<file path="config.mk">
export PLATFORM = sky130hd
export DESIGN_NAME = apc_add_seq
export DESIGN_NICKNAME = d
export VERILOG_FILES = /design/src/rtl/apc_pkg.sv /design/src/rtl/apc_rng_bitrev.sv /design/src/rtl/apc_add_seq.sv
export SDC_FILE = /design/constraint.sdc
export NUM_CORES = 1
export LEC_CHECK = 0
export BUFFER_PORTS_ARGS = -buffer_cell sky130_fd_sc_hd__buf_2
export CAP_MARGIN = 20
export CORE_MARGIN = 1.5
export CORE_UTILIZATION = 45
export CTS_BUF_LIST = sky130_fd_sc_hd__clkbuf_2
export DETAILED_ROUTE_END_ITERATION = 16
export PLACE_DENSITY_LB_ADDON = 0.25
export SYNTH_ARGS = -nofsm -noshare
export SYNTH_HDL_FRONTEND = slang
export SYNTH_SLANG_ARGS = --single-unit
export TNS_END_PERCENT = 50
</file>
<file path="constraint.sdc">
create_clock -name clk -period 4.1 [get_ports clk]
set_clock_uncertainty 0.15 [all_clocks]
set_input_delay 0.82 -clock clk [delete_from_list [all_inputs] [get_ports clk]]
set_output_delay 0.82 -clock clk [all_outputs]
set_load 0.01 [all_outputs]
</file>
<file path="src/rtl/apc_pkg.sv">
// Shared constants, state encoding and bit-reversal helper for the APC adder sequencer.
package apc_pkg;

   localparam int INUM        = 16;
   localparam int LOGINUM     = 4;
   localparam int BSL_LOG_MAX = 8;

   typedef enum logic [1:0] {
      IDLE  = 2'd0,
      RUN   = 2'd1,
      DRAIN = 2'd2,
      DONE  = 2'd3
   } state_t;

   // Reverse the bit order of a LOGINUM-wide value (van der Corput style rand sequence).
   function automatic logic [LOGINUM-1:0] bitrev(input logic [LOGINUM-1:0] v);
      logic [LOGINUM-1:0] r;
      for (int i = 0; i < LOGINUM; i++) begin
         r[i] = v[LOGINUM-1-i];
      end
      return r;
   endfunction

endpackage

</file>
<file path="src/rtl/apc_rng_bitrev.sv">
// Window-local k counter with a bit-reversed, one-cycle-delayed rand output for the adder.
module apc_rng_bitrev
   import apc_pkg::*;
(
   input  logic               clk,
   input  logic               rst_n,
   input  logic               clr,
   input  logic               en,
   output logic [LOGINUM-1:0] rand_num
);

   logic [LOGINUM-1:0] k_q;
   logic [LOGINUM-1:0] rand_q;

   // k advances once per requested bit; rand lags by one cycle to line up with the adder's sum register.
   always_ff @(posedge clk or negedge rst_n) begin
      if (!rst_n) begin
         k_q    <= '0;
         rand_q <= '0;
      end else begin
         if (clr) begin
            k_q <= '0;
         end else if (en) begin
            k_q <= k_q + LOGINUM'(1);
         end
         rand_q <= en ? bitrev(k_q) : '0;
      end
   end

   assign rand_num = rand_q;

endmodule

</file>
<file path="src/rtl/apc_add_seq.sv">
// Sequencer for the 16-input APC stochastic adder: runs one evaluation window,
// drives bit requests and randNum, counts output ones and returns the result.
module apc_add_seq
   import apc_pkg::*;
(
   input  logic                 clk,
   input  logic                 rst_n,
   input  logic                 start,
   input  logic                 abort,
   input  logic [3:0]           cfg_len_log,
   output logic                 bit_req,
   output logic [LOGINUM-1:0]   rand_num,
   input  logic                 apc_out,
   output logic                 busy,
   output logic                 done,
   output logic [BSL_LOG_MAX:0] result,
   output logic                 result_vld
);

   localparam logic [BSL_LOG_MAX-1:0] ALL_ONES = '1;

   state_t                 state_q;
   logic [BSL_LOG_MAX-1:0] cnt_q;
   logic [BSL_LOG_MAX-1:0] last_q;
   logic [BSL_LOG_MAX-1:0] last_d;
   logic [BSL_LOG_MAX:0]   ones_q;
   logic [BSL_LOG_MAX:0]   result_q;
   logic [BSL_LOG_MAX:0]   apc_ext;
   logic                   done_q;
   logic                   vld_q;
   logic                   accept;
   logic                   run_en;
   logic                   sample_en;
   logic [3:0]             shamt;

   // Decode start acceptance, RUN advance, sampling window and last-k index for the requested length.
   always_comb begin
      accept    = start && ((state_q == IDLE) || (state_q == DONE));
      run_en    = (state_q == RUN) && !abort;
      sample_en = ((state_q == RUN) && (cnt_q != '0)) || (state_q == DRAIN);
      apc_ext   = {{BSL_LOG_MAX{1'b0}}, apc_out};
      shamt     = '0;
      if ((cfg_len_log != '0) && (cfg_len_log < 4'(BSL_LOG_MAX))) begin
         shamt = 4'(BSL_LOG_MAX) - cfg_len_log;
      end
      last_d = ALL_ONES >> shamt;
   end

   // Window FSM with run counter, ones counter and registered handshake outputs.
   always_ff @(posedge clk or negedge rst_n) begin
      if (!rst_n) begin
         state_q  <= IDLE;
         cnt_q    <= '0;
         last_q   <= '0;
         ones_q   <= '0;
         result_q <= '0;
         done_q   <= 1'b0;
         vld_q    <= 1'b0;
      end else begin
         done_q <= 1'b0;
         case (state_q)
            IDLE, DONE: begin
               if (accept) begin
                  state_q <= RUN;
                  cnt_q   <= '0;
                  ones_q  <= '0;
                  last_q  <= last_d;
                  vld_q   <= 1'b0;
               end
            end
            RUN: begin
               if (abort) begin
                  state_q <= IDLE;
               end else begin
                  if (sample_en) begin
                     ones_q <= ones_q + apc_ext;
                  end
                  if (cnt_q == last_q) begin
                     state_q <= DRAIN;
                  end else begin
                     cnt_q <= cnt_q + BSL_LOG_MAX'(1);
                  end
               end
            end
            DRAIN: begin
               if (abort) begin
                  state_q <= IDLE;
               end else begin
                  result_q <= ones_q + apc_ext;
                  state_q  <= DONE;
                  done_q   <= 1'b1;
                  vld_q    <= 1'b1;
               end
            end
            default: state_q <= IDLE;
         endcase
      end
   end

   apc_rng_bitrev u_rng (
      .clk      (clk),
      .rst_n    (rst_n),
      .clr      (accept),
      .en       (run_en),
      .rand_num (rand_num)
   );

   assign bit_req    = (state_q == RUN);
   assign busy       = (state_q == RUN) || (state_q == DRAIN);
   assign done       = done_q;
   assign result     = result_q;
   assign result_vld = vld_q;

endmodule

</file>
== After elaboration in Yosys (flattened, before gate mapping) ==
Cells that the tools add are included.

* Register bits after elaboration: 46
* Output and inout port bits: 17
* Logic and storage cells: 69

* Add/subtract/negate cells: 4
* $lt $le $gt $ge: 1
* Equality and inequality tests: 10
* Shifts and indexed selects: 1
* Multiplexer cells: 22
* Bitwise operators: 1
* Reductions and logical operators: 21

{| class="wikitable"
|+ Operators by type and width
! operator !! number
|-
| 9-bit two-way mux || 3
|-
| 8-bit two-way mux || 3
|-
| 9-bit one-hot mux with 2 select lines || 1
|-
| 4-bit two-way mux || 4
|-
| 8-bit one-hot mux with 2 select lines || 1
|-
| 9-bit by 1-bit adder with 9-bit output || 1
|-
| 8-bit by 1-bit adder with 8-bit output (second input constant) || 1
|-
| 8-bit == test || 1
|-
| 2-bit two-way mux || 4
|-
| 2-bit inequality test (second input constant) || 4
|-
| 4-bit AND reduction || 2
|-
| 8-bit nonzero test || 1
|-
| 8-bit by 4-bit >> shifter with 8-bit output (first input constant) || 1
|-
| 2-bit one-hot mux with 3 select lines || 1
|-
| 2-bit AND reduction || 3
|-
| 2-bit nonzero test || 3
|-
| 4-bit by 1-bit adder with 4-bit output (second input constant) || 1
|-
| 2-bit == test (second input constant) || 2
|-
| 1-bit logical AND || 4
|-
| 4-bit less-than comparator (second input constant) || 1
|-
| 1-bit two-way mux || 4
|-
| 4-bit nonzero test || 1
|-
| 4-bit subtractor (first input constant) || 1
|-
| 1-bit logical OR || 3
|-
| other kinds (9) || 9
|}

== Longest topological paths before layout ==
* Depth in word-level cells: 6
* Gate-level depth with buffers: 8
* Gate-level depth less buffers: 7

== By module ==
Synthesis repeated with hierarchy kept, for this count alone.

* Cell total of the unflattened synthesis: 259
* Area, all modules: 2,461.1 um2

{| class="wikitable"
|+ By module, submodules not included
! module !! times used !! cells each !! area an instance (um2) !! seq. area each (um2)
|-
| apc_add_seq || 1 || 234 || 2,112.0 || 950.9
|-
| apc_rng_bitrev || 1 || 25 || 349.1 || 200.2
|}

== Worst setup path after synthesis ==
OpenSTA, ideal clock, no wires.

* Kind: input -> register
* From: input port apc_out
* To: register ones_q[8]
* Setup time: 91 ps
* Data arrival time: 2,055 ps
* Setup slack: 1,804 ps
* Stages on the path: 6
* Path buffers: 0
* Cells stage by stage: ha_1 ha_1 and3_1 nand3_1 or4_1 o221ai_1

* Word-level cells in the longest chain between the ends: 4

{| class="wikitable"
|+ RTL lines
! element !! line !! text
|-
| start: declaration || apc_add_seq.sv:13 || <nowiki>input logic apc_out,</nowiki>
|-
| 9-bit by 1-bit adder with 9-bit output || apc_add_seq.sv:76 || <nowiki>ones_q <= ones_q + apc_ext;</nowiki>
|-
| 9-bit two-way mux || apc_add_seq.sv:75 || <nowiki>if (sample_en) begin</nowiki>
|-
| 9-bit two-way mux || apc_add_seq.sv:72 || <nowiki>if (abort) begin</nowiki>
|-
| 9-bit one-hot mux with 2 select lines || apc_add_seq.sv:61 || <nowiki>case (state_q)</nowiki>
|-
| end signal: assignment || apc_add_seq.sv:76 ||
|-
| end: declaration || apc_add_seq.sv:26 || <nowiki>logic [BSL_LOG_MAX:0] ones_q;</nowiki>
|}

No other way between the ends. The select of a mux whose other input is x is not followed.
A chain may end at the register's enable or synchronous reset.

== Worst setup path after layout ==
* From: register state_q[1]
* To: output port bit_req

* Word-level cells in the longest chain between the ends: 1

{| class="wikitable"
|+ RTL lines
! element !! line !! text
|-
| start: declaration || apc_add_seq.sv:22 || <nowiki>state_t state_q;</nowiki>
|-
| start signal: assignment || apc_add_seq.sv:52 || <nowiki>state_q <= IDLE;</nowiki>
|-
| start signal: assignment || apc_add_seq.sv:64 || <nowiki>state_q <= RUN;</nowiki>
|-
| start signal: assignment || apc_add_seq.sv:73 || <nowiki>state_q <= IDLE;</nowiki>
|-
| 2-bit by 1-bit == test with 1-bit output || apc_add_seq.sv:108 || <nowiki>assign bit_req = (state_q == RUN);</nowiki>
|-
| end: declaration || apc_add_seq.sv:11 || <nowiki>output logic bit_req,</nowiki>
|}

No other way between the ends.

==> qor.yml <==
timing_hold_violations_final: 0
detailedRoute.firstIterationViolations: 98
total_cts_buffers: 5
synth_sequential_area_ratio: 0.4789
place.port_buffers: 25
grt_max_degree: 47
cts_max_level: 2
syn_area_per_cell_sq_um: 9.352
flow.area_growth_from_synthesis_pct: 10.36
layoutNonFillerInstCount: 351
mappedNetlistNets: 274
grt.total_usage: 0.1697
syn-cell-area_sq_um: 2404
power_per_cell_area_nw_per_um2: 567.7
synthDistinctLibCells: 41
layout_min_cycle_time_ns: 2.614
clk_path_buf_depth: 2
drtAntennaViolNets: 0
setup_viol: 0
cts_resized: 0
placementRows: 26
postRouteWirelength_mm: 4.579
clkSinkCount: 46
worstMarginPinSlew_ns: 0.7449
finalCritPeriodShare: 0.6375
clkSlewWorstSetupHoldPaths_ns: 0.23
gp_congestion: 0.8298
synth_async_sr_flop_share: 1.000
crit-reg2reg-launch: "state_q[1]$_DFFE_PN0P_"
fin_setup_tns_ns: 0
worst_ep_required_time_ns: 3.13
cts_hold_buf: 0
max_cap_viol_count: 0
tritoncts: "yes"
yosysWarnings: 0
worstSetupEndpointType: "output port"
hold_class: "in2async"
io-pin-count: 26
fill_cells: 497
grt_setup_unrepaired: "no"
fin_nets: 297
drv_slew: 0
post_synth_inst_count: 257
primary_flip_flop_cell_chosen_by_synthesis_mapping: "dfrtp_1"
cts_setup_buffers: 0
vias_per_cell: 5.262
rrSetupSlack_ns: 1.59
slew_headroom: 0.5024
die_x_um: 76.09
yosys-top-cells-area: "dfrtp_1 (48%), nand2_1 (6.9%), ha_1 (4.2%)"
fmax_mhz: 382.6
postLayoutCellArea_sq_um: 2653
grt_pass1_vias: 1791
startpoint_type: "register"
grt_antenna_before_repair: 0
hold-worst-slack_ns: 0.1332
postLayoutCoreUtil: 0.5161
detailed_place_hpwl_mm: 3.217
critPathKind: "reg2out"
critPathMaxFanout: 15
area_share_of_the_leading_cell_type_in_the_synthesized_netlist: 0.4789
p_leak_uw: 0.001329
die_height_um: 76.09
drc: 0
die_area_sq_um: 5789
core_area_sq_um: 5140
most_frequent_cells_in_the_layout: "dfrtp_1 (46), nand2_1 (44), buf_2 (25)"
routed-via-count: 1847
worst_supply_voltage_drop_on_vdd_uv: 264.8
drt_pass1_iterations: 5
synth-edff-count: 0
synth.ff_latch_count: 46
outcome: "complete, no violations"
clk-insertion-delay-late_ns: 0.43
placed_area_sq_um: 2564
wl_per_cell_um: 13.05
start_util: 0.4676
globalRouteOverflowTotal: 0
post-synth-top-area-cell: "dfrtp_1"
post-place-cells: 342
worst_ep_arrival_time_ns: 1.64
mostFrequentLayoutCell: "dfrtp_1"
post_route_cells_drive_above_1_share: 0.1388
worstRegToRegCells: 7
global_route_wire_length_before_repair_mm: 7.990
clock-root-buffer: "clkbuf_2"
rr_endpoint: "ones_q[3]$_DFFE_PN0P_"
antenna_cells: 0
[logic make-up after synthesis]
logic type,share of synthesized area
adders and majority gates,0.04165
and+or+nand+nor,0.2228
muxes,0.008329
xor gates and xnor gates,0.05466
buffers and inverters,0.04060
DFF,0.4789
AOI/OAI and AO/OA,0.1531
[Yosys cell counts (2+ instances only)]
library cell   n
a21oi_1        9
xnor2_1        4
inv_1         10
a211o_1        2
a21o_1         3
mux2i_1        2
or3_1          2
a22o_1         3
o22ai_1        2
dfrtp_1       46
xor2_1        11
nand3_1        8
o221ai_1       2
nor3_1         4
o211ai_1       2
and3_1         5
nor2_1        16
nand2b_1       4
a31oi_1        3
o31a_1         3
ha_1           8
buf_6          2
clkbuf_1       6
buf_2          3
nor4_2         2
nor4_1         2
nand4_1        2
o21ai_0       20
nor2b_1        6
nand2_1       44
or4_1          3
and2_1         9
[stage by stage]
step	power (uW)	setup WS, ns
6_report	1506	1.486
3_5_place_dp	1260	1.500
4_1_cts	1516	1.462
2_1_floorplan	1120	1.804
3_3_place_gp	1232	1.414
5_1_grt	1635	1.345
[worst max-delay path, cell delays in order, from the launching register on]
cell,delay [ns]
dfrtp_1,0.44
inv_1,0.08
ha_1,0.47
buf_2,0.23
[layout make-up]
| class | count | area, sq um | share of cell area |
|---|---|---|---|
| well taps | 70 | 87.58 | 0.03302 |
| clock inverters | 3 | 43.79 | 0.01651 |
| clock buffers | 5 | 25.02 | 0.009434 |
| flip-flops and latches | 46 | 1151 | 0.4340 |
| inverters | 10 | 37.54 | 0.01415 |
| multi-input cells | 190 | 1155 | 0.4354 |
| repair buffers | 27 | 152.6 | 0.05755 |
[routing by layer]
layer / global-route usage / share of wire / vias to the layer above / wire, um
li1: - / - / 935 / -
met1: 0.2138 / 0.49 / 863 / 2240
met2: 0.2784 / 0.46 / 40 / 2101
met3: 0.04551 / 0.035 / 9 / 161
met4: 0.06667 / 0.016 / 0 / 75
met5: 0 / 0 / - / 0
[worst max path at each step]
stage | start | to | cells past startpoint | slack [ns]
3_5_place_dp | cfg_len_log[0] | last_q[1]$_DFFE_PN0P_ | 7 | 1.50
5_1_grt | state_q[1]$_DFFE_PN0P_ | bit_req | 3 | 1.35
4_1_cts | state_q[1]$_DFFE_PN0P_ | bit_req | 3 | 1.46
2_1_floorplan | apc_out | ones_q[8]$_DFFE_PN0P_ | 6 | 1.80
6_report | state_q[1]$_DFFE_PN0P_ | bit_req | 3 | 1.49
3_3_place_gp | state_q[1]$_DFFE_PN0P_ | ones_q[7]$_DFFE_PN0P_ | 5 | 1.41
[power by group]
part | internal [uW] | switching, uW
logic | 237 | 325
registers | 566 | 121
clock network | 105 | 153
[sequential cells by signal, summed over array words and instances (netlist names)]
signal,cells
cnt_q,8
done,1
last_q,8
ones_q,9
result,9
result_vld,1
state_q,2
u_rng.k_q,4
u_rng.rand_num,4
(Power assumes the default switching activity.)
